File: src/rtl/if_fetch_stage.sv
// if_fetch_stage: instruction-fetch stage feeding the IF/ID register.
// Owns the PC, fetches through a req/ready handshake, absorbs a stalled
// returning word in a one-entry skid buffer and applies branch/jump redirects.
// Optional feature macro: IF_MISALIGN_TRAP_EN (traps misaligned redirects
// in ERR_S and adds the misalign_o port).
module if_fetch_stage #(
  parameter int unsigned              ADDR_W   = 32,
  parameter int unsigned              DATA_W   = 32,
  parameter logic [ADDR_W-1:0]        RESET_PC = '0
) (
  input  logic              clk_i,
  input  logic              rst_n_i,
  input  logic              stall_i,
  input  logic              redirect_i,
  input  logic [ADDR_W-1:0] redirect_addr_i,
  output logic              imem_req_o,
  output logic [ADDR_W-1:0] imem_addr_o,
  input  logic              imem_ready_i,
  input  logic [DATA_W-1:0] imem_rdata_i,
  output logic [ADDR_W-1:0] next_addr_o,
  output logic [DATA_W-1:0] ins_o,
`ifdef IF_MISALIGN_TRAP_EN
  output logic              misalign_o,
`endif
  output logic              bubble_o
);

`ifdef IF_MISALIGN_TRAP_EN
  typedef enum logic [1:0] {RST_S, FETCH_S, SKID_S, ERR_S} state_e;
`else
  typedef enum logic [1:0] {RST_S, FETCH_S, SKID_S} state_e;
`endif

  localparam logic [ADDR_W-1:0] PC_INC     = ADDR_W'(4);
  localparam logic [ADDR_W-1:0] ALIGN_MASK = ~ADDR_W'(3);

  state_e            state_q;
  logic [ADDR_W-1:0] pc_q;
  logic              valid_q;
  logic [DATA_W-1:0] ins_q;
  logic [ADDR_W-1:0] next_addr_q;
  logic [DATA_W-1:0] skid_ins_q;
  logic [ADDR_W-1:0] skid_next_q;
  logic [ADDR_W-1:0] pc_inc;
  logic [ADDR_W-1:0] redirect_pc;
  logic              slot_free;
`ifdef IF_MISALIGN_TRAP_EN
  logic              misalign_q;
  logic              redirect_misaligned;
`endif

  // PC increment (wraps modulo 2^ADDR_W), aligned target, output slot availability
  assign pc_inc      = pc_q + PC_INC;
  assign redirect_pc = redirect_addr_i & ALIGN_MASK;
  assign slot_free   = ~valid_q | ~stall_i;
`ifdef IF_MISALIGN_TRAP_EN
  assign redirect_misaligned = (redirect_addr_i & ~ALIGN_MASK) != '0;
`endif

  // Fetch FSM, PC, output register and skid buffer
  always_ff @(posedge clk_i) begin
    if (!rst_n_i) begin
      state_q     <= RST_S;
      pc_q        <= RESET_PC;
      valid_q     <= 1'b0;
      ins_q       <= '0;
      next_addr_q <= '0;
      skid_ins_q  <= '0;
      skid_next_q <= '0;
`ifdef IF_MISALIGN_TRAP_EN
      misalign_q  <= 1'b0;
`endif
    end else begin
      case (state_q)
        RST_S: begin
          // A redirect seen during the reset cycle only seeds the PC
          state_q <= FETCH_S;
          if (redirect_i) begin
            pc_q <= redirect_pc;
          end
        end
        default: begin
          if (redirect_i) begin
            // Redirect squashes the presented word, the skid entry and any returning data
            valid_q     <= 1'b0;
            ins_q       <= '0;
            next_addr_q <= '0;
            skid_ins_q  <= '0;
            skid_next_q <= '0;
`ifdef IF_MISALIGN_TRAP_EN
            if (redirect_misaligned) begin
              pc_q       <= redirect_addr_i;
              state_q    <= ERR_S;
              misalign_q <= 1'b1;
            end else begin
              pc_q       <= redirect_pc;
              state_q    <= FETCH_S;
              misalign_q <= 1'b0;
            end
`else
            pc_q    <= redirect_pc;
            state_q <= FETCH_S;
`endif
          end else begin
            case (state_q)
              FETCH_S: begin
                if (imem_ready_i) begin
                  pc_q <= pc_inc;
                  if (slot_free) begin
                    ins_q       <= imem_rdata_i;
                    next_addr_q <= pc_inc;
                    valid_q     <= 1'b1;
                  end else begin
                    // Downstream is holding a valid word: park the new one
                    skid_ins_q  <= imem_rdata_i;
                    skid_next_q <= pc_inc;
                    state_q     <= SKID_S;
                  end
                end else if (!stall_i) begin
                  valid_q     <= 1'b0;
                  ins_q       <= '0;
                  next_addr_q <= '0;
                end
              end
              SKID_S: begin
                if (!stall_i) begin
                  ins_q       <= skid_ins_q;
                  next_addr_q <= skid_next_q;
                  valid_q     <= 1'b1;
                  state_q     <= FETCH_S;
                end
              end
              default: begin
                // ERR_S holds until reset or an aligned redirect
              end
            endcase
          end
        end
      endcase
    end
  end

  // Request/address decoded from state and PC; everything else straight from registers
  assign imem_req_o  = (state_q == FETCH_S);
  assign imem_addr_o = pc_q;
  assign next_addr_o = next_addr_q;
  assign ins_o       = ins_q;
  assign bubble_o    = ~valid_q;
`ifdef IF_MISALIGN_TRAP_EN
  assign misalign_o  = misalign_q;
`endif

endmodule

File: config.mk
export PLATFORM = sky130hd
export DESIGN_NAME = if_fetch_stage
export DESIGN_NICKNAME = d
export VERILOG_FILES = /design/src/rtl/if_fetch_stage.sv
export SDC_FILE = /design/constraint.sdc
export NUM_CORES = 1
export LEC_CHECK = 0
export ABC_AREA = 1
export ABC_CLOCK_PERIOD_IN_PS = 2600
export CORE_AREA = 2 2 120 122
export DETAILED_ROUTE_END_ITERATION = 7
export DIE_AREA = 0 0 122 124
export PLACE_DENSITY = 0.82
export SYNTH_ARGS = -nofsm -noshare
export SYNTH_HDL_FRONTEND = slang
export SYNTH_SLANG_ARGS = --single-unit
File: constraint.sdc
create_clock -name clk_i -period 2.6 [get_ports clk_i]
set_input_delay 0.52 -clock clk_i [delete_from_list [all_inputs] [get_ports clk_i]]
set_output_delay 0.52 -clock clk_i [all_outputs]
set_load 0.02 [all_outputs]
# Yosys cells after proc, flatten, opt, wreduce, memory -nomap -nowiden
# Index checks and enable logic that the tools add are counted.
# word_totals
elab_cells	75
register_bits	163
# classes
n_reduce_logical	12
bitwise	5
n_addsub	1
muxes	36
eq_ne	13
# ops
cell	count
$mux 32	22
$pmux 32 s2	2
$add 32x3->32 const B	1
$ne 4x3->1 const B	4
$reduce_and 4->1	3
$ne 2x2->1 const B	4
$mux 1	7
$mux 2	3
$reduce_bool 2->1	3
$reduce_and 5->1	1
$ne 4x2->1 const B	1
$not 1->1	4
$pmux 2 s2	1
$reduce_bool 4->1	1
$ne 3x3->1 const B	1
$reduce_and 3->1	1
$reduce_bool 3->1	1
$reduce_or 3->1	1
$eq 2x1->1 const B	1
$eq 2x2->1 const B	1
$logic_not 2->1	1
$ne 2x1->1 const B	1
$pmux 1 s2	1
$or 1x1->1	1

# Longest topological paths before layout
# depth
word_depth	7
depth_mapped	11
ltp_nobuf	11

# Least setup slack after synthesis
# No wires, ideal clock.
# synth_path
path_type	reg-to-reg
from	reg pc_q[2], in the netlist imem_addr_o[2]
to	reg skid_next_q[26]
t_required_ns	2.468
setup_slack_ns	0.807
stages_incl_launch_ff	10
synth_period_minus_slack_ns	1.793
arrival_time_ns	1.661
path_cell_list	dfxtp_1 -> ha_1 -> nand2_1 -> nor2_1 -> nand2_1 -> nor2_1 -> nand3_1 -> and2_1 -> nand2_1 -> a21oi_1
# synth_between
elab_chain_len	5
# synth_rtl
item	line_no	rtl
start, declared	38	logic [ADDR_W-1:0] pc_q;
start signal, assigned	79	pc_q <= redirect_pc;
start signal, assigned	101	pc_q <= redirect_pc;
start signal, assigned	108	pc_q <= pc_inc;
$add 32x3->32	53	assign pc_inc = pc_q + PC_INC;
$mux 32	109	if (slot_free) begin
$mux 32	107	if (imem_ready_i) begin
$mux 32	105	case (state_q)
$mux 32	83	if (redirect_i) begin
end signal, assigned	116	skid_next_q <= pc_inc;
end, declared	43	logic [ADDR_W-1:0] skid_next_q;
# No other way between the ends. The select of a mux whose other input is x is not followed.
# A chain may end at the register's enable or synchronous reset.

# Worst setup path after layout
# layout_path
from	reg state_q[0]
to	out imem_req_o
# layout_between
elab_chain_len	1
# layout_rtl
item	line_no	rtl
start, declared	37	state_e state_q;
start signal, assigned	63	state_q <= RST_S;
start signal, assigned	77	state_q <= FETCH_S;
start signal, assigned	102	state_q <= FETCH_S;
$eq 2x1->1	144	assign imem_req_o = (state_q == FETCH_S);
end, declared	16	output logic imem_req_o,
# No other way between the ends.

==> impl_metrics.csv <==
group,metric,value,unit
run_status,status,"finished, final reports clean",
place,port-buffer-count,162,
worst_setup_path,crit_arrival,1810,ps
route,first_iter_violations,582,
timing,layout_min_cycle_time,2330,ps
cts,clk_pin_slew,60,ps
global_routing,grt_pass1_wl,34.5,mm
worst_setup_path,critPathKind,"register to output port",
timing,setup_ws,270,ps
cts,cts_sinks,159,
synth,syn-mean-instance-area,6.79,sq um
global_routing,grt.total_usage,28.7,%
cts,htree_levels,4,
floorplanning,die_w,122,um
job,drv_cap,0,
hold_path,min_path_type,"register to register",
synth,yosys.area_share.adder,0.170,%
synth,synth_xor_area_share,1.07,%
cts,clk_path_buf_depth,2,
timing,worstMarginPinSlew,846,ps
route,vias_per_cell,5.46,
timing,fin_setup_tns,0,ps
worst_setup_path,cp_cell_sequence,"inv_2, nor2_2, clkdlybuf4s50_1",
synth,yosys-mux-area-fraction,0,%
cells_and_area,most-common-layout-cells,"nand2_1, a21oi_1, clkdlybuf4s50_1, dfxtp_1, nor2_1",
floorplanning,coreArea,13700,sq um
cells_and_area,fillers,1163,
cts,cts_setup_buffers,0,
cells_and_area,final_common_cell,"nand2_1",
power,powerDensity,595,nW/um^2
timing,rsz0062_at_grt,"no",
floorplanning,start_util,53.5,%
floorplanning,ios,167,
cells_and_area,final-seq-area,3180,sq um
timing,hold_violations,0,
route,vias,7716,
synth,synth_compound_area_share,20.4,%
timing,period_share,89.6,%
power,p_leak,3.57,nW
synth,netlist_area,7340,sq um
cts,root_buffer,"clkbuf_16",
global_routing,grt_pass1_vias,7076,
timing,slew_violations,0,
timing,max_freq,429,MHz
synth,dominantRegCellSynth,"dfxtp_1",
route,wl_per_cell,15.2,um
synth,synthDistinctLibCells,31,
route,totalWireLength,21.4,mm
place,dp_hpwl,14.5,mm
timing,hold_ws,449,ps
timing,max-slew-margin-rel,43.5,%
global_routing,overflow,0,
timing,setup_viol,0,
route,drc,0,
synth,synthSimpleGateAreaFrac,28.6,%
synth,synth_top_area_cell,"dfxtp_1",
floorplanning,rows,43,
synth,ys_ff_latch,159,
worst_setup_path,crit_slowest_cell,"clkdlybuf4s50_1",
synth,synthArstFlopShare,0,%
cells_and_area,drive_gt1_share,5.83,%
synth,ys_seq_area_share,43.4,%
floorplanning,dieArea,15100,sq um
cells_and_area,area_growth,33.3,%
worst_setup_path,start_kind,"register",
synth,ys_top_cells_by_area,"dfxtp_1, nand2_1, a21oi_1",
cts,cts_hold_buf,0,
worst_setup_path,critPathBufInv,2,
cells_and_area,multi_input_area,3710,sq um
cells_and_area,nets,1291,
power,ir_worst_vdd,0.396,mV
synth,synth_top_area_share,43.4,%
cells_and_area,n_antenna_cell,0,
place,gp_congestion,0.942,
worst_setup_path,cp_top_family,"buffers and inverters",
global_routing,antenna_found_initial,0,
worst_setup_path,crit_path_end_kind,"output port",
worst_setup_path,required,2080,ps
cts,clk_latency,430,ps
synth,postSynthCellCount,1081,
synth,synth_edf_count,0,
worst_setup_path,slowest_delay,680,ps
cts,post_cts_resized,0,
cts,cts_tree,"done",
cts,cts_buffers,17,
place,post-place-ws,224,ps
global_routing,grt_max_degree,46,
synth,yosysWarnings,0,
route,firstDrtPassIters,5,
timing,fin_skew,8.66,ps
route,ant_nets,0,
floorplanning,die_y,124,um
synth,synth_top_family_by_area,"simple AND/OR/NAND/NOR gates",
worst_setup_path,crit_fanout,4,
-- tightest hold or removal path: cells and delay by family, from the launching register on --
kind             cells  cell delay, ps
flip-flops           1             300
AND/OR/NAND/NOR      2             110
-- where the power goes --
part / internal [W] / switching, W / leakage [nW]
Sequential: 0.00250 / 0.0000816 / 1.29
Combinational: 0.000331 / 0.000411 / 1.98
Clock: 0.00147 / 0.00103 / 0.295
-- cell type report --
class	count	share of cell area, %
well taps	180	2.30
flip-flops and latches	159	32.5
clock inverters	12	1.36
multi-input cells	807	38.0
repair buffers	187	19.3
inverters	49	1.91
clock buffers	20	4.67
-- final timing paths --
path,start,end,slack (ps),cells after the start
setup / recovery,state_q[0]$_SDFFE_PN0P_,imem_req_o,270,3
hold / removal,skid_next_q[1]$_SDFFE_PN0P_,skid_next_q[1]$_SDFFE_PN0P_,450,2
setup reg to reg,imem_addr_o[2]$_SDFFE_PN0P_,imem_addr_o[26]$_SDFFE_PN0P_,430,9
hold reg to reg,skid_next_q[1]$_SDFFE_PN0P_,skid_next_q[1]$_SDFFE_PN0P_,450,2
-- state kept, by name, summed over array words and instances (netlist names) --
register and cells:
valid_q 1, state_q 2, ins_o 32, skid_next_q 31, next_addr_o 31, imem_addr_o 30, skid_ins_q 32
-- per-layer routing --
metal	up-vias	global-route usage [%]	routed length [um]
met4	0	12.2	556
li1	3805	-	-
met2	298	47.3	10300
met3	49	6.50	1480
met1	3564	36.3	9160
met5	-	0	0
-- synth_stat cells, types with 3 or more instances --
cell,n
nand2_1,417
a21oi_1,181
dfxtp_1,159
nor2_1,52
inv_1,43
clkbuf_1,42
nand3_1,37
o21ai_0,36
a22o_1,33
buf_2,19
and2_1,15
xor2_1,7
inv_2,5
o21ai_1,5
buf_1,3
buf_4,3
o211ai_1,3
o21bai_1,3
-- cells by family (layout without fill, tap and decap cells) --
group                    count (synthesis)  after routing
AND/OR/NAND/NOR                        529            529
AO/OA/AOI/OAI                          266            266
flip-flops                             159            159
buffers and inverters                  116            268
XOR/XNOR                                 9              9
adder cells (fa/ha/maj)                  1              1
other                                    1              2
-- per-stage QoR --
| stage | power, W | utilization (%) | std cells | area, sq um |
|---|---|---|---|---|
| floorplan | 0.00300 | - | 1082 | 7340 |
| global placement | 0.00336 | 67.0 | 1382 | 9190 |
| detailed placement | 0.00336 | 67.0 | 1382 | 9190 |
| CTS | 0.00583 | 71.3 | 1414 | 9780 |
| global route | 0.00601 | 71.3 | 1414 | 9780 |
| finish | 0.00582 | 71.3 | 1414 | 9780 |
Power figures use the tool's default switching activity.
